--- src/rtl/mem_pkg.sv ---
// Definitions shared by the memory arbiter, the LSB and the byte-serial memory controller.
package mem_pkg;

  typedef enum logic [2:0] {
    ST_IDLE,
    ST_IC_BUSY,
    ST_LSB_BUSY,
    ST_IO_WAIT,
    ST_GAP
  } arb_state_e;

  typedef enum logic [2:0] {
    INSTY_LB  = 3'd0,
    INSTY_LH  = 3'd1,
    INSTY_LW  = 3'd2,
    INSTY_LBU = 3'd3,
    INSTY_LHU = 3'd4,
    INSTY_SB  = 3'd5,
    INSTY_SH  = 3'd6,
    INSTY_SW  = 3'd7
  } insty_e;

  localparam logic [1:0] IO_SEL_DEFAULT = 2'b11;

  function automatic logic is_store(input logic [2:0] insty);
    return insty inside {INSTY_SB, INSTY_SH, INSTY_SW};
  endfunction

  function automatic logic is_io(input logic [31:0] addr, input logic [1:0] io_sel = IO_SEL_DEFAULT);
    return addr[17:16] == io_sel;
  endfunction

endpackage

--- src/rtl/mem_arbiter_if.sv ---
// Handshake bundle between the two memory requesters, the arbiter and the memory controller.
interface mem_arbiter_if;

  logic        ic_req;
  logic [31:0] ic_addr;
  logic        ic_done;
  logic [31:0] ic_data;

  logic        lsb_req;
  logic [31:0] lsb_addr;
  logic [31:0] lsb_wdata;
  logic [2:0]  lsb_insty;
  logic        lsb_done;
  logic [31:0] lsb_rdata;

  logic        mc_ic_valid;
  logic [31:0] mc_ic_addr;
  logic        mc_ic_done;
  logic [31:0] mc_ic_data;

  logic        mc_lsb_valid;
  logic [31:0] mc_lsb_addr;
  logic [31:0] mc_lsb_wdata;
  logic [2:0]  mc_lsb_insty;
  logic        mc_lsb_done;
  logic [31:0] mc_lsb_data;

  // The arbiter sits on the slave side: it serves requesters and issues controller requests.
  modport slave (
    input  ic_req, ic_addr, lsb_req, lsb_addr, lsb_wdata, lsb_insty,
    input  mc_ic_done, mc_ic_data, mc_lsb_done, mc_lsb_data,
    output ic_done, ic_data, lsb_done, lsb_rdata,
    output mc_ic_valid, mc_ic_addr, mc_lsb_valid, mc_lsb_addr, mc_lsb_wdata, mc_lsb_insty
  );

  modport master (
    output ic_req, ic_addr, lsb_req, lsb_addr, lsb_wdata, lsb_insty,
    output mc_ic_done, mc_ic_data, mc_lsb_done, mc_lsb_data,
    input  ic_done, ic_data, lsb_done, lsb_rdata,
    input  mc_ic_valid, mc_ic_addr, mc_lsb_valid, mc_lsb_addr, mc_lsb_wdata, mc_lsb_insty
  );

endinterface

--- src/rtl/mem_arb_pick.sv ---
// Grant decision: LSB wins unless the ICache has waited through STARVE_MAX consecutive LSB grants.
module mem_arb_pick #(
  parameter int STARVE_MAX = 4,
  parameter int CNT_W      = 3
) (
  input  logic             ic_req,
  input  logic             lsb_req,
  input  logic [CNT_W-1:0] starve_cnt,
  output logic             grant_ic,
  output logic             grant_lsb
);

  always_comb begin
    grant_lsb = lsb_req && ((starve_cnt < CNT_W'(STARVE_MAX)) || !ic_req);
    grant_ic  = ic_req && !grant_lsb;
  end

endmodule

--- src/rtl/mem_arbiter.sv ---
// Transaction-level arbiter between ICache refill and LSB in front of the byte-serial memory controller.
module mem_arbiter
  import mem_pkg::*;
#(
  parameter int         STARVE_MAX = 4,
  parameter logic [1:0] IO_SEL     = IO_SEL_DEFAULT
) (
  input  logic          clk,
  input  logic          rst_n,
  input  logic          rdy,
  input  logic          jp_wrong,
  input  logic          io_buffer_full,
  mem_arbiter_if.slave  bus
);

  localparam int CNT_W = $clog2(STARVE_MAX + 1);

  arb_state_e       state;
  logic [CNT_W-1:0] starve_cnt;
  logic             grant_ic;
  logic             grant_lsb;
  logic             take_ic;
  logic             take_lsb;
  logic             lsb_to_io;
  logic             held_store;

  mem_arb_pick #(
    .STARVE_MAX (STARVE_MAX),
    .CNT_W      (CNT_W)
  ) u_pick (
    .ic_req     (bus.ic_req),
    .lsb_req    (bus.lsb_req),
    .starve_cnt (starve_cnt),
    .grant_ic   (grant_ic),
    .grant_lsb  (grant_lsb)
  );

  assign take_lsb   = (state == ST_IDLE) && !jp_wrong && grant_lsb;
  assign take_ic    = (state == ST_IDLE) && !jp_wrong && grant_ic;
  assign lsb_to_io  = is_store(bus.lsb_insty) && is_io(bus.lsb_addr, IO_SEL) && io_buffer_full;
  // A latched store has already committed, so a mispredict flush must not drop it.
  assign held_store = is_store(bus.mc_lsb_insty);

  always_ff @(posedge clk or negedge rst_n) begin
    if (!rst_n) begin
      starve_cnt <= '0;
    end else if (rdy) begin
      if (!bus.ic_req || take_ic) begin
        starve_cnt <= '0;
      end else if (take_lsb && (starve_cnt < CNT_W'(STARVE_MAX))) begin
        starve_cnt <= starve_cnt + CNT_W'(1);
      end
    end
  end

  always_ff @(posedge clk or negedge rst_n) begin
    if (!rst_n) begin
      state            <= ST_IDLE;
      bus.mc_ic_valid  <= 1'b0;
      bus.mc_ic_addr   <= '0;
      bus.mc_lsb_valid <= 1'b0;
      bus.mc_lsb_addr  <= '0;
      bus.mc_lsb_wdata <= '0;
      bus.mc_lsb_insty <= '0;
      bus.ic_done      <= 1'b0;
      bus.ic_data      <= '0;
      bus.lsb_done     <= 1'b0;
      bus.lsb_rdata    <= '0;
    end else if (rdy) begin
      bus.ic_done  <= 1'b0;
      bus.lsb_done <= 1'b0;
      unique case (state)
        ST_IDLE: begin
          if (take_lsb) begin
            bus.mc_lsb_addr  <= bus.lsb_addr;
            bus.mc_lsb_wdata <= bus.lsb_wdata;
            bus.mc_lsb_insty <= bus.lsb_insty;
            bus.mc_lsb_valid <= !lsb_to_io;
            state            <= lsb_to_io ? ST_IO_WAIT : ST_LSB_BUSY;
          end else if (take_ic) begin
            bus.mc_ic_addr  <= bus.ic_addr;
            bus.mc_ic_valid <= 1'b1;
            state           <= ST_IC_BUSY;
          end
        end
        ST_IC_BUSY: begin
          if (jp_wrong) begin
            bus.mc_ic_valid <= 1'b0;
            state           <= ST_IDLE;
          end else if (bus.mc_ic_done) begin
            bus.mc_ic_valid <= 1'b0;
            bus.ic_done     <= 1'b1;
            bus.ic_data     <= bus.mc_ic_data;
            state           <= ST_GAP;
          end
        end
        ST_LSB_BUSY: begin
          if (jp_wrong && !held_store) begin
            bus.mc_lsb_valid <= 1'b0;
            state            <= ST_IDLE;
          end else if (bus.mc_lsb_done) begin
            bus.mc_lsb_valid <= 1'b0;
            bus.lsb_done     <= 1'b1;
            bus.lsb_rdata    <= bus.mc_lsb_data;
            state            <= ST_GAP;
          end
        end
        ST_IO_WAIT: begin
          if (jp_wrong && !held_store) begin
            state <= ST_IDLE;
          end else if (!io_buffer_full) begin
            bus.mc_lsb_valid <= 1'b1;
            state            <= ST_LSB_BUSY;
          end
        end
        // One dead cycle so the controller can clear its byte-step counters.
        ST_GAP: begin
          state <= ST_IDLE;
        end
        default: begin
          state <= ST_IDLE;
        end
      endcase
    end
  end

endmodule

--- src/flat_wrapper.sv ---
// flat-port wrapper written by rule: the top's interface ports become plain ports
module mem_arbiter_flat import mem_pkg::*;
#(
  parameter int         STARVE_MAX = 4,
  parameter logic [1:0] IO_SEL     = IO_SEL_DEFAULT
)
  (clk, rst_n, rdy, jp_wrong, io_buffer_full, bus_ic_req, bus_ic_addr, bus_lsb_req, bus_lsb_addr, bus_lsb_wdata, bus_lsb_insty, bus_mc_ic_done, bus_mc_ic_data, bus_mc_lsb_done, bus_mc_lsb_data, bus_ic_done, bus_ic_data, bus_lsb_done, bus_lsb_rdata, bus_mc_ic_valid, bus_mc_ic_addr, bus_mc_lsb_valid, bus_mc_lsb_addr, bus_mc_lsb_wdata, bus_mc_lsb_insty);
  mem_arbiter_if bus_i ();
  input  logic clk;
  input  logic rst_n;
  input  logic rdy;
  input  logic jp_wrong;
  input  logic io_buffer_full;
  input wire logic [$bits(bus_i.ic_req)-1:0] bus_ic_req;
  input wire logic [$bits(bus_i.ic_addr)-1:0] bus_ic_addr;
  input wire logic [$bits(bus_i.lsb_req)-1:0] bus_lsb_req;
  input wire logic [$bits(bus_i.lsb_addr)-1:0] bus_lsb_addr;
  input wire logic [$bits(bus_i.lsb_wdata)-1:0] bus_lsb_wdata;
  input wire logic [$bits(bus_i.lsb_insty)-1:0] bus_lsb_insty;
  input wire logic [$bits(bus_i.mc_ic_done)-1:0] bus_mc_ic_done;
  input wire logic [$bits(bus_i.mc_ic_data)-1:0] bus_mc_ic_data;
  input wire logic [$bits(bus_i.mc_lsb_done)-1:0] bus_mc_lsb_done;
  input wire logic [$bits(bus_i.mc_lsb_data)-1:0] bus_mc_lsb_data;
  output wire logic [$bits(bus_i.ic_done)-1:0] bus_ic_done;
  output wire logic [$bits(bus_i.ic_data)-1:0] bus_ic_data;
  output wire logic [$bits(bus_i.lsb_done)-1:0] bus_lsb_done;
  output wire logic [$bits(bus_i.lsb_rdata)-1:0] bus_lsb_rdata;
  output wire logic [$bits(bus_i.mc_ic_valid)-1:0] bus_mc_ic_valid;
  output wire logic [$bits(bus_i.mc_ic_addr)-1:0] bus_mc_ic_addr;
  output wire logic [$bits(bus_i.mc_lsb_valid)-1:0] bus_mc_lsb_valid;
  output wire logic [$bits(bus_i.mc_lsb_addr)-1:0] bus_mc_lsb_addr;
  output wire logic [$bits(bus_i.mc_lsb_wdata)-1:0] bus_mc_lsb_wdata;
  output wire logic [$bits(bus_i.mc_lsb_insty)-1:0] bus_mc_lsb_insty;
  assign bus_i.ic_req = bus_ic_req;
  assign bus_i.ic_addr = bus_ic_addr;
  assign bus_i.lsb_req = bus_lsb_req;
  assign bus_i.lsb_addr = bus_lsb_addr;
  assign bus_i.lsb_wdata = bus_lsb_wdata;
  assign bus_i.lsb_insty = bus_lsb_insty;
  assign bus_i.mc_ic_done = bus_mc_ic_done;
  assign bus_i.mc_ic_data = bus_mc_ic_data;
  assign bus_i.mc_lsb_done = bus_mc_lsb_done;
  assign bus_i.mc_lsb_data = bus_mc_lsb_data;
  assign bus_ic_done = bus_i.ic_done;
  assign bus_ic_data = bus_i.ic_data;
  assign bus_lsb_done = bus_i.lsb_done;
  assign bus_lsb_rdata = bus_i.lsb_rdata;
  assign bus_mc_ic_valid = bus_i.mc_ic_valid;
  assign bus_mc_ic_addr = bus_i.mc_ic_addr;
  assign bus_mc_lsb_valid = bus_i.mc_lsb_valid;
  assign bus_mc_lsb_addr = bus_i.mc_lsb_addr;
  assign bus_mc_lsb_wdata = bus_i.mc_lsb_wdata;
  assign bus_mc_lsb_insty = bus_i.mc_lsb_insty;
  mem_arbiter #(.STARVE_MAX(STARVE_MAX), .IO_SEL(IO_SEL)) u_core (.clk(clk), .rst_n(rst_n), .rdy(rdy), .jp_wrong(jp_wrong), .io_buffer_full(io_buffer_full), .bus(bus_i));
endmodule
--- config.mk ---
export PLATFORM = sky130hd
export DESIGN_NAME = mem_arbiter_flat
export DESIGN_NICKNAME = d
export VERILOG_FILES = /design/src/rtl/mem_pkg.sv /design/src/rtl/mem_arbiter_if.sv /design/src/rtl/mem_arb_pick.sv /design/src/rtl/mem_arbiter.sv /design/src/flat_wrapper.sv
export SDC_FILE = /design/constraint.sdc
export NUM_CORES = 1
export LEC_CHECK = 0
export CAP_MARGIN = 10
export CORE_ASPECT_RATIO = 0.75
export CORE_MARGIN = 5
export CORE_UTILIZATION = 35
export DETAILED_ROUTE_END_ITERATION = 7
export DONT_BUFFER_PORTS = 1
export GPL_TIMING_DRIVEN = 0
export PLACE_DENSITY = 0.5
export SKIP_CTS_REPAIR_TIMING = 1
export SLEW_MARGIN = 5
export SYNTH_ARGS = -nofsm -noshare
export SYNTH_HDL_FRONTEND = slang
export SYNTH_SLANG_ARGS = --single-unit
--- constraint.sdc ---
create_clock -name clk -period 3 [get_ports clk]
set_input_delay 0.6 -clock clk [delete_from_list [all_inputs] [get_ports clk]]
set_output_delay 0.6 -clock clk [all_outputs]
set_load 0.01 [all_outputs]
* Word-level counts from Yosys, hierarchy flattened
Cells that the tools add are included.
Operators by class: add/subtract/negate cells 1, muxes and demuxes 29, bitwise operators 3, magnitude comparators 1, eq/ne operators 19, reductions and logical operators 30
Operator list (number):
- $mux 3 | 10
- $eq 3x3->1 const B | 6
- $mux 1 | 16
- $pmux 3 s4 | 1
- $reduce_and 4->1 | 3
- $reduce_and 5->1 | 2
- $logic_and 1x1->1 | 9
- $reduce_bool 3->1 | 3
- $eq 3x2->1 const B | 2
- $ne 2x2->1 const B | 3
- $ne 3x2->1 const B | 2
- $reduce_and 6->1 | 1
- $logic_not 1->1 | 5
- $ne 2x1->1 const B | 2
- $reduce_bool 2->1 | 2
- $add 3x1->3 const B | 1
- $eq 3x1->1 const B | 1
- $logic_not 3->1 | 1
- $lt 3x3->1 const B | 1
- $ne 3x1->1 const B | 1
- $ne 3x3->1 const B | 1
- $not 1->1 | 3
- $pmux 1 s3 | 1
- $reduce_and 3->1 | 1
- 4 further kinds | 5
Word-level totals: bits of input ports 172, flip-flop bits (word level) 173, output and inout bits 167

* Longest topological paths before layout
Gate-level depths: netlist of run 1.
depth in word-level cells 9, depth in mapped cells 8, gate-level depth less buffers 4

* Cells and area by module
Synthesis of run 1 repeated with hierarchy kept, for this count alone.
Second synthesis, totals: cells, all modules 424, area, all modules 6839.1 µm²
By module, submodules not included:
- mem_arbiter | cells an instance 421, times used 1, sequential area each 4329.2 µm², area each 6820.3 µm²
- mem_arb_pick | cells an instance 3, times used 1, sequential area each 0.0 µm², area each 18.8 µm²

* Least setup slack after synthesis of run 1
OpenSTA, ideal clock, no wires.
path kind in2reg, start point in jp_wrong, end point reg u_core.bus.mc_lsb_wdata[10], data arrival time 2.166 ns, cell stages on the path 7, library setup time 0.125 ns, path slack 0.709 ns, buffers on the path 4, cell sequence or4_1 > buf_2 > or3_1 > buf_2 > buf_6 > buf_6 > mux2_4
Between the ends: longest elaborated chain between the ends 4
RTL lines:
- from (decl) | RTL line flat_wrapper.sv:12 | input logic jp_wrong;
- $logic_not 1->1 | RTL line mem_arbiter.sv:38 | assign take_lsb = (state == ST_IDLE) && !jp_wrong && grant_lsb;
- $logic_and 1x1->1 (2 in series) | RTL line mem_arbiter.sv:38
- $reduce_and 3->1 (no source line)
- to (signal assigned) | RTL line mem_arbiter.sv:76 | bus.mc_lsb_wdata <= bus.lsb_wdata;
- to (decl) | RTL line mem_arbiter_if.sv:33 | output mc_ic_valid, mc_ic_addr, mc_lsb_valid, mc_lsb_addr, mc_lsb_wdata, mc_lsb_insty
No other way between the ends. A chain may end at the register's enable or synchronous reset.

* Worst setup path in the final report of run 1
start point reg u_core.bus.mc_lsb_insty[2], end point reg u_core.bus.lsb_rdata[21]
Between the ends: longest elaborated chain between the ends 6
RTL lines:
- from (decl) | RTL line mem_arbiter_if.sv:33
- from (signal assigned) | RTL line mem_arbiter.sv:77 | bus.mc_lsb_insty <= bus.lsb_insty;
- $eq 3x3->1 | RTL line mem_pkg.sv:26 | return insty inside {INSTY_SB, INSTY_SH, INSTY_SW};
- $reduce_bool 3->1 * | RTL line mem_pkg.sv:26
- $logic_not 1->1 * | RTL line mem_arbiter.sv:98 | if (jp_wrong && !held_store) begin
- $logic_and 1x1->1 * | RTL line mem_arbiter.sv:98
- $not 1->1 (no source line) *
- $reduce_and 4->1 (no source line) *
- to (signal assigned) | RTL line mem_arbiter.sv:104 | bus.lsb_rdata <= bus.mc_lsb_data;
- to (decl) | RTL line mem_arbiter_if.sv:32 | output ic_done, ic_data, lsb_done, lsb_rdata,
Mark *: on every way between the ends. The rest lies on a longest branch, timed or not.

==> results of run 1 <==
-- per-stage QoR --
stage / total power [mW] / instances
3_5_place_dp: 6.24 / 674
4_1_cts: 8.54 / 705
5_1_grt: 8.86 / 705
3_3_place_gp: 6.17 / 674
6_report: 8.39 / 705
2_1_floorplan: 5.71 / 421
-- metal layers --
| layer | vias up | GRT usage (%) | part of all wire, % |
|---|---|---|---|
| li1 | 1521 | - | - |
| met5 | - | 0 | 0.12 |
| met1 | 1789 | 16.1 | 36 |
| met2 | 212 | 22.5 | 49 |
| met4 | 2 | 4.23 | 1.1 |
| met3 | 14 | 7.48 | 14 |
-- worst paths after layout --
kind | start | endpoint | depth (start not counted)
max in group asynchronous | rst_n | u_core.bus.lsb_rdata[4] | 0
min | rst_n | u_core.bus.mc_lsb_wdata[2] | 0
max | u_core.bus.mc_lsb_insty[2] | u_core.bus.lsb_rdata[21] | 6
min reg2reg | u_core.starve_cnt[1] | u_core.starve_cnt[1] | 1
min in group clk | rdy | u_core.state[2] | 1
max reg2reg | u_core.bus.mc_lsb_insty[2] | u_core.bus.lsb_rdata[21] | 6
-- sequential cells by signal (all words and copies together), names as in the netlist --
name                     count
u_core.bus.mc_lsb_valid      1
u_core.bus.mc_lsb_addr      32
u_core.bus.ic_done           1
u_core.bus.mc_ic_valid       1
u_core.bus.lsb_done          1
u_core.bus.mc_lsb_wdata     32
u_core.bus.lsb_rdata        32
u_core.bus.mc_lsb_insty      3
u_core.starve_cnt            3
u_core.bus.mc_ic_addr       32
u_core.state                 3
u_core.bus.ic_data          32
-- worst max-delay path: stages, from the launching register on --
cell and delay, ns:
dfrtp_1 0.44, o21ai_0 0.23, a21oi_1 0.27, and3_1 0.20, clkbuf_1 0.28, clkbuf_1 0.50
mux2_2 0.41
-- power by group --
group	total (mW)	switching, mW	leakage, nW	internal, mW
clock	2.24	0.917	0.286	1.32
sequential	4.77	1.36	2.14	3.42
combinational	1.38	0.422	1.04	0.956
-- logic make-up (layout without fill, tap and decap cells) --
kind of cell	after synthesis	in the layout
mux	165	165
compound gates	29	29
buf+inv	29	60
fa+ha+maj	1	1
flops	173	173
simple gates	24	24
-- area by class of cell --
type | count | area share (%)
Sequential cell | 173 | 56.5
Multi-Input combinational cell | 219 | 29.9
Clock buffer | 19 | 5.65
Tap cell | 253 | 4.13
Clock inverter | 12 | 2.10
Buffer | 23 | 1.52
Inverter | 6 | 0.294
-- cell usage after synthesis, drive strengths merged (2+ instances only) --
| cell type | number | area (sq um) |
|---|---|---|
| nand2 | 5 | 18.8 |
| nor2b | 2 | 12.5 |
| and4 | 2 | 17.5 |
| a21o | 3 | 22.5 |
| nor2 | 4 | 15.0 |
| o211ai | 2 | 15.0 |
| a21oi | 5 | 25.0 |
| o32a | 2 | 20.0 |
| dfrtp | 173 | 4330 |
| mux2 | 165 | 1930 |
| inv | 6 | 22.5 |
| a22o | 3 | 26.3 |
| clkbuf | 14 | 52.6 |
| nand2b | 3 | 18.8 |
| buf | 9 | 63.8 |
| o21ai | 3 | 15.0 |
| o31ai | 3 | 22.5 |
==> metrics, run 1 <==
outcome=finished, violations left; failing checks=hold timing; drt wl/cell=22.8 um; yosys warns=0; adder-cell share of the synthesized area=0.185%; Initial Util=35.3%; Clock Pin Slew Worst Setup and Hold Paths=0.07 ns; reg2reg setup slack=0.56 ns; Pins Over Slew Limit=0; EDFF count, synth=0; Worst EP required=3.30 ns; PortBufs=0; vias in the first global route=3939; maximum buffer depth of the clock tree=2; hold crit path type=input port to asynchronous set/reset pin; die height=130 um; hold slack=-0.118 ns; static leakage=3.46 nW; TritonCTS Buffers=17; Nets=613; Ant. Diodes=0; max_cap viols=0; Worst Setup Path Type=flip-flop to flip-flop; Die Area=0.0222 sq mm; first-pass GRT wire length=23700 um; Synth Area in Simple Gates=1.96%; PD cells=1090 mW/mm^2; proportion of synthesized area in mux cells=28.6%; max-slew headroom at the worst pin=45.7%; CP Capture Type=flip-flop; post-synthesis sequential area ratio=64.1%; worst setup margin=0.560 ns; GRT Util Overall=13.9%; Worst-Skew Late Latency=0.41 ns; Total Routed Length=16100 um; cell area after placement=0.00707 sq mm; most common cell after layout, fill and taps aside=dfrtp_1; Max Freq=410 MHz; pre-CTS worst setup slack=0.382 ns; final worst-path cycle share=81.3%; Least-Margin Pin Slew=0.804 ns; die width=170 um; total global routing overflow=0; ys flop type=dfrtp_1; Vias/cell=5.02; clk_skew=0.00639 ns; CTS HTree Levels=4; Row Count=44; Synth-to-Final Area Change=13.5%; post-route ant nets=0; Syn Inst Count=421; Vias=3538; Mapped Nets=594; Clock Sinks=173; io pins=339; gpl congestion=0.789; multi-input logic area=0.00229 sq mm; Peak VDD IR=0.000464 V; area fraction in compound gates after synthesis=3.18%; RSZ-0062 raised after global routing=false; Syn Area/Cell=16.1 sq um; most frequent cells in the layout=dfrtp_1 (173), mux2_2 (146), mux2_4 (19), clkbuf_16 (17), clkbuf_1 (16); Setup TNS=0 ns; peak fanout along the critical path=10; number of endpoints failing setup at the final stage=0; Synth cell types=37; worst path arrival time=2.74 ns; dpl hpwl=12100 um; final hold viol count=173; flops & latches, synth=173; Post-Synth XOR/XNOR Area=0%; Root Buffer=clkbuf_16; Synth Cell Area=0.00676 sq mm; largest net degree at the start of global routing=174; CTS tree=done; initial antenna violation count=1; register area=0.00433 sq mm; FFs w/ async S/R, synth=100%; DR iter-0 viols=169; fill count=1788; post-layout min period=2.44 ns; first-pass detailed-route iteration total=4; Worst Setup Start Kind=flip-flop; final instance area=0.00767 sq mm; fin util=40.0%; core box area=0.0192 sq mm; fraction of layout cells with a size suffix above 1=45.1%; DRC viols=0; largest family of logic cells by synthesized area=multiplexers
No activity file was read; power rests on OpenSTA's default activity.
==> run 2, diff against run 1 <==
--- a/config.mk
+++ b/config.mk
@@ -5,6 +5,7 @@
 export SDC_FILE = /design/constraint.sdc
 export NUM_CORES = 1
 export LEC_CHECK = 0
+export ABC_AREA = 1
 export CAP_MARGIN = 10
 export CORE_ASPECT_RATIO = 0.75
 export CORE_MARGIN = 5
@@ -12,7 +13,7 @@
 export DETAILED_ROUTE_END_ITERATION = 7
 export DONT_BUFFER_PORTS = 1
 export GPL_TIMING_DRIVEN = 0
-export PLACE_DENSITY = 0.5
+export PLACE_DENSITY = 0.52
 export SKIP_CTS_REPAIR_TIMING = 1
 export SLEW_MARGIN = 5
 export SYNTH_ARGS = -nofsm -noshare
==> constraint.sdc (replaced) <==
create_clock -name clk -period 2.05 [get_ports clk]
set_input_delay 0.41 -clock clk [delete_from_list [all_inputs] [get_ports clk]]
set_output_delay 0.41 -clock clk [all_outputs]
set_load 0.01 [all_outputs]
==> metrics, run 2 <==
outcome=finished, violations left; failing checks=hold timing; worst path arrival time=2.06 ns (-0.68 ns); slowest cell delay on critical path=0.45 ns (-0.05 ns); worst setup margin=0.306 ns (-0.254 ns); EDFF count, synth=0 (unchanged); Mapped Nets=907 (+53%); clk_skew=0.00953 ns (+0.00315 ns); die height=131 um (+0.88%); r2r startpoint=u_core.state[1]; vias in the first global route=5160 (+31%); fill count=1897 (+6.1%); initial antenna violation count=0 (-1); Die Area=0.0226 sq mm (+1.8%); Synth-to-Final Area Change=13.3%; first-pass GRT wire length=29200 um (+23%); Least-Margin Pin Slew=0.513 ns (-0.290 ns); hold slack=-0.323 ns (-0.206 ns); max-slew headroom at the worst pin=65.8% (+20 points); final hold viol count=173 (unchanged); CTS tree=done; PortBufs=0 (unchanged); Pins Over Slew Limit=0 (unchanged); post-synth top area cell=dfrtp_1; Syn Area/Cell=9.38 sq um (-42%); Worst Setup Start Kind=flip-flop; PD cells=1590 mW/mm^2 (+45%); final worst-path cycle share=85.1% (+3.7 points); Reg-to-Reg End=u_core.bus.mc_lsb_wdata[22]; dpl hpwl=14200 um (+18%); share of the synthesized area in the top cell type=62.9% (-1.2 points); most common cell after layout, fill and taps aside=nand2_1; static leakage=4.14 nW (+20%); Syn Inst Count=734 (+74%); gpl congestion=0.852 (+8.0%); Root Buffer=clkbuf_16; largest net degree at the start of global routing=174 (unchanged); multi-input logic area=0.00230 sq mm (+0.49%); Clock Pin Slew Worst Setup and Hold Paths=0.08 ns (about the same); Area contributors post-synth=dfrtp_1 (63%), nand2_1 (22%), mux2_2 (5.2%); Ant. Diodes=0 (unchanged); Max Freq=573 MHz (+40%); max_cap viols=0 (unchanged); peak fanout along the critical path=10 (unchanged); TritonCTS Buffers=17 (unchanged); CP Capture Type=flip-flop; GRT Util Overall=16.3% (+2.4 points); crit path cell chain=nor2_4, nand3_4, nor2_4, nand2_2, buf_2, buf_2, nand2_1, nand2_1; flops & latches, synth=173 (unchanged); post-synthesis sequential area ratio=62.9% (-1.2 points); DRC viols=0 (unchanged); Initial Util=35.6% (+0.37 points); Vias=4882 (+38%); stages on the worst setup path=8 (+2); crit-path leading delay family=simple AND/OR/NAND/NOR gates; worst r2r path cells=8 (+2); CP max-delay cell=dfrtp_1; yosys warns=0 (unchanged); io pins=339 (unchanged); fraction of layout cells with a size suffix above 1=12.9% (-32 points); Vias/cell=4.79 (-4.5%); Setup TNS=0 ns (unchanged); synth cell count leaders=nand2_1 (404), dfrtp_1 (173), nand3_1 (43); die width=172 um (+0.89%); Row Count=44 (unchanged); post-layout min period=1.74 ns (-0.696 ns); DR iter-0 viols=286 (+69%); total global routing overflow=0 (unchanged); register area=0.00433 sq mm (unchanged); RSZ-0062 raised after global routing=false; CTS HTree Levels=4 (unchanged); pre-CTS worst setup slack=0.194 ns (-0.188 ns); Peak VDD IR=0.000701 V (+51%); drt wl/cell=18.5 um (-19%); Critical Path End=u_core.bus.mc_lsb_wdata[22]; Nets=926 (+51%); Synth Cell Area=0.00689 sq mm (+1.9%); maximum buffer depth of the clock tree=2 (unchanged); Synth cell types=22 (-41%); ys flop type=dfrtp_1; Worst Setup Path Type=flip-flop to flip-flop; hold crit path type=input port to asynchronous set/reset pin; number of endpoints failing setup at the final stage=0 (unchanged); post-route ant nets=0 (unchanged); most frequent cell after synthesis=nand2_1; most frequent cells in the layout=nand2_1 (404), dfrtp_1 (173), nand3_1 (43), mux2_2 (32), buf_2 (19); Clock Sinks=173 (unchanged); Worst Setup SP=u_core.state[1]; Worst EP required=2.36 ns (-0.94 ns); FFs w/ async S/R, synth=100% (unchanged); first-pass detailed-route iteration total=5 (+1); core box area=0.0193 sq mm (+0.86%); Total Routed Length=18800 um (+17%); reg2reg setup slack=0.31 ns (-0.25 ns); Worst-Skew Late Latency=0.42 ns (about the same); WP buf/inv=2 (unchanged)
## run 2: changes by cell type in the layout (fill, tap and decap cells not counted), moves of 4 or more
cell	delta
buf_2	+13
clkbuf_1	-8
inv_1	+10
mux2_2	-114
mux2_4	-19
nand2_1	+399
nand3_1	+42
nor2_1	+6
o21ai_0	+4
## run 2: worst reg2reg max path, cell delays in order, from the launching register on
cell     delay [ns]
dfrtp_1        0.45
nor2_4         0.24
nand3_4        0.13
nor2_4         0.13
nand2_2        0.14
buf_2          0.22
buf_2          0.20
nand2_1        0.08
nand2_1        0.05
## run 2: cell families after synthesis
kind of cell    Yosys count  share of synthesized area, %
fa+ha+maj                 1                         0.182
mux                      32                          5.23
simple gates            466                          27.0
compound gates           12                         0.999
flops                   173                          62.9
buf+inv                  50                          3.72
## run 2: where the power goes
part	internal (mW)	switching, mW	leakage [nW]
clock	1.75	1.51	0.292
combinational	0.940	1.16	1.66
sequential	4.99	2.05	2.19
## run 2: metal layers
layer	GRT usage, %	up-vias	share of wire [%]
li1	-	2317	-
met3	8.26	14	12
met1	19.0	2331	38
met4	3.93	0	1.3
met2	26.8	220	49
met5	0	-	0
## run 2: worst min-delay path by stage
stage / start / end / slack (ns) / depth (start not counted)
CTS: rst_n / u_core.bus.lsb_rdata[4] / -0.34 / 0
finish: rst_n / u_core.bus.lsb_rdata[4] / -0.32 / 0
detailed placement: rst_n / u_core.bus.lsb_rdata[4] / 0.12 / 0
floorplan: rst_n / u_core.bus.ic_data[0] / 0.11 / 0
global route: rst_n / u_core.bus.lsb_rdata[7] / -0.36 / 0
global placement: rst_n / u_core.bus.lsb_rdata[4] / 0.12 / 0
## run 2: cell type report
| class | count | share of cell area [%] |
|---|---|---|
| inverter | 17 | 0.818 |
| buffer | 33 | 2.47 |
| multi-input combinational | 511 | 29.5 |
| tap | 253 | 4.06 |
| clock inverter | 15 | 2.21 |
| clock buffer | 17 | 5.45 |
| sequential | 173 | 55.5 |
## run 2: stage by stage
step | instance area [sq um] | power (mW) | utilization, % | cells | hold slack, ns
finish | 7800 | 12.4 | 40.4 | 1019 | -0.323
global route | 7800 | 13.2 | 40.4 | 1019 | -0.356
CTS | 7800 | 12.6 | 40.4 | 1019 | -0.343
detailed placement | 7200 | 9.28 | 37.3 | 987 | 0.119
global placement | 7200 | 9.15 | 37.3 | 987 | 0.118
floorplan | 6890 | 8.36 | - | 734 | 0.114
==> run 3, diff against run 2 <==
--- a/config.mk
+++ b/config.mk
@@ -5,7 +5,6 @@
 export SDC_FILE = /design/constraint.sdc
 export NUM_CORES = 1
 export LEC_CHECK = 0
-export ABC_AREA = 1
 export CAP_MARGIN = 10
 export CORE_ASPECT_RATIO = 0.75
 export CORE_MARGIN = 5
==> metrics, run 3 (synthesized netlist as in run 1, its figures left out) <==
worst path arrival time=2.53 ns (+0.47 ns); Peak VDD IR=0.000591 V (-16%); DRC viols=0 (unchanged); Initial Util=35.3% (-0.37 points); gpl congestion=0.828 (-2.8%); final hold viol count=173 (unchanged); hold crit path type=input port to asynchronous set/reset pin; CTS HTree Levels=4 (unchanged); Worst EP required=2.35 ns (about the same); die height=130 um (-0.87%); Vias=3567 (-27%); Ant. Diodes=0 (unchanged); post-route ant nets=0 (unchanged); drt wl/cell=22.6 um (+22%); RSZ-0062 raised after global routing=true; cell area after placement=0.00708 sq mm (-1.7%); initial antenna violation count=0 (unchanged); max_cap viols=0 (unchanged); dpl hpwl=11900 um (-17%); clk_skew=0.0107 ns (+0.00119 ns); maximum buffer depth of the clock tree=2 (unchanged); number of endpoints failing setup at the final stage=68 (+68); final instance area=0.00791 sq mm (+1.4%); Clock Sinks=173 (unchanged); Root Buffer=clkbuf_16; Final Total Pwr=12.2 mW (-1.4%); Least-Margin Pin Slew=0.865 ns (+0.352 ns); most common cell after layout, fill and taps aside=dfrtp_1; core box area=0.0192 sq mm (-0.85%); Row Count=44 (unchanged); Max Freq=449 MHz (-22%); most frequent cells in the layout=dfrtp_1 (172), mux2_2 (144), mux2_4 (21), clkbuf_16 (20), buf_4 (12); Nets=628 (-32%); post-layout min period=2.23 ns (+0.484 ns); hold slack=-0.310 ns (+0.0133 ns); DR iter-0 viols=81 (-72%); fraction of layout cells with a size suffix above 1=51.1% (+38 points); Worst-Skew Late Latency=0.42 ns (about the same); dpl cells=674 (-32%); peak fanout along the critical path=6 (-4); static leakage=3.62 nW (-13%); Total Routed Length=16300 um (-13%); largest net degree at the start of global routing=174 (unchanged); outcome=finished, violations left; pre-CTS worst setup slack=-0.527 ns (-0.721 ns); first-pass GRT wire length=23300 um (-20%); Pins Over Slew Limit=0 (unchanged); Synth-to-Final Area Change=17.1%; PortBufs=0 (unchanged); Worst Setup Start Kind=flip-flop; vias in the first global route=3975 (-23%); total global routing overflow=0 (unchanged); Clock Pin Slew Worst Setup and Hold Paths=0.07 ns (about the same); io pins=339 (unchanged); Vias/cell=4.95 (+3.3%); first-pass detailed-route iteration total=4 (-1); die width=170 um (-0.88%); TritonCTS Buffers=17 (unchanged); final worst-path cycle share=109% (+24 points); Non-Filler Instances=721 (-29%); max-slew headroom at the worst pin=41.6% (-24 points); PD cells=1550 mW/mm^2 (-2.7%); failing checks=hold timing, setup timing; CTS tree=done; GRT Util Overall=13.7% (-2.6 points); CP Capture Type=flip-flop; Die Area=0.0222 sq mm (-1.7%); Worst Setup Path Type=flip-flop to flip-flop; worst setup margin=-0.178 ns (-0.484 ns)
## run 3: cell types whose count changed in the layout (fill, tap and decap cells not counted), moves of 4 or more
cell      change
buf_2        -15
buf_4        +12
clkbuf_1      -5
clkbuf_2      +5
clkbuf_4      +4
inv_1        -10
mux2_2      +112
mux2_4       +21
nand2_1     -399
nand3_1      -42
nor2_1        -6
o21ai_0       -4
## run 3: final cells by class
type	instances	area (sq um)
buffer	21	180
fill	1715	11200
multi-input combinational	219	2320
tap	253	317
clock buffer	18	429
clock inverter	14	129
sequential	173	4330
timing repair buffer	17	188
inverter	6	22.5
## run 3: metrics by stage
stage	setup TNS (ns)	utilization, %
after floorplan	-2.14	-
after global placement	-30.13	37.0
after detailed placement	-41.59	37.0
after CTS	-39.49	39.9
after global routing	-13.19	41.3
final	-7.82	41.3
## run 3: final timing paths
kind / start / slack [ns] / end / depth (start not counted)
worst max-delay path: u_core.state[0] / -0.18 / u_core.bus.mc_lsb_wdata[15] / 7
worst min-delay path: rst_n / -0.31 / u_core.bus.mc_lsb_wdata[3] / 0
worst max register to register: u_core.state[0] / -0.18 / u_core.bus.mc_lsb_wdata[15] / 7
worst min register to register: u_core.starve_cnt[1] / 0.55 / u_core.starve_cnt[1] / 1
max in group asynchronous: rst_n / 2.17 / u_core.bus.lsb_rdata[11] / 0
min in group clk: rdy / 0.11 / u_core.state[2] / 1
## run 3: where the power goes
group	internal (mW)	total, mW	switching, mW
combinational	1.53	2.20	0.663
sequential	5.00	6.99	1.99
clock	1.60	3.04	1.44
total	8.14	12.2	4.09
## run 3: layer usage
| metal | part of all wire, % | GRT usage, % | vias to the layer above |
|---|---|---|---|
| met5 | 0 | 0 | - |
| met4 | 1.1 | 4.23 | 0 |
| met3 | 13 | 7.39 | 11 |
| met2 | 49 | 22.3 | 215 |
| met1 | 37 | 15.7 | 1777 |
| li1 | - | - | 1564 |
## run 3: worst max-delay path, cell delays in order, from the launching register on
cell and delay, ns:
dfrtp_1 0.41, or4_4 0.53, buf_6 0.14, or3_1 0.31
buf_6 0.15, buf_12 0.14, clkbuf_16 0.16, mux2_4 0.29
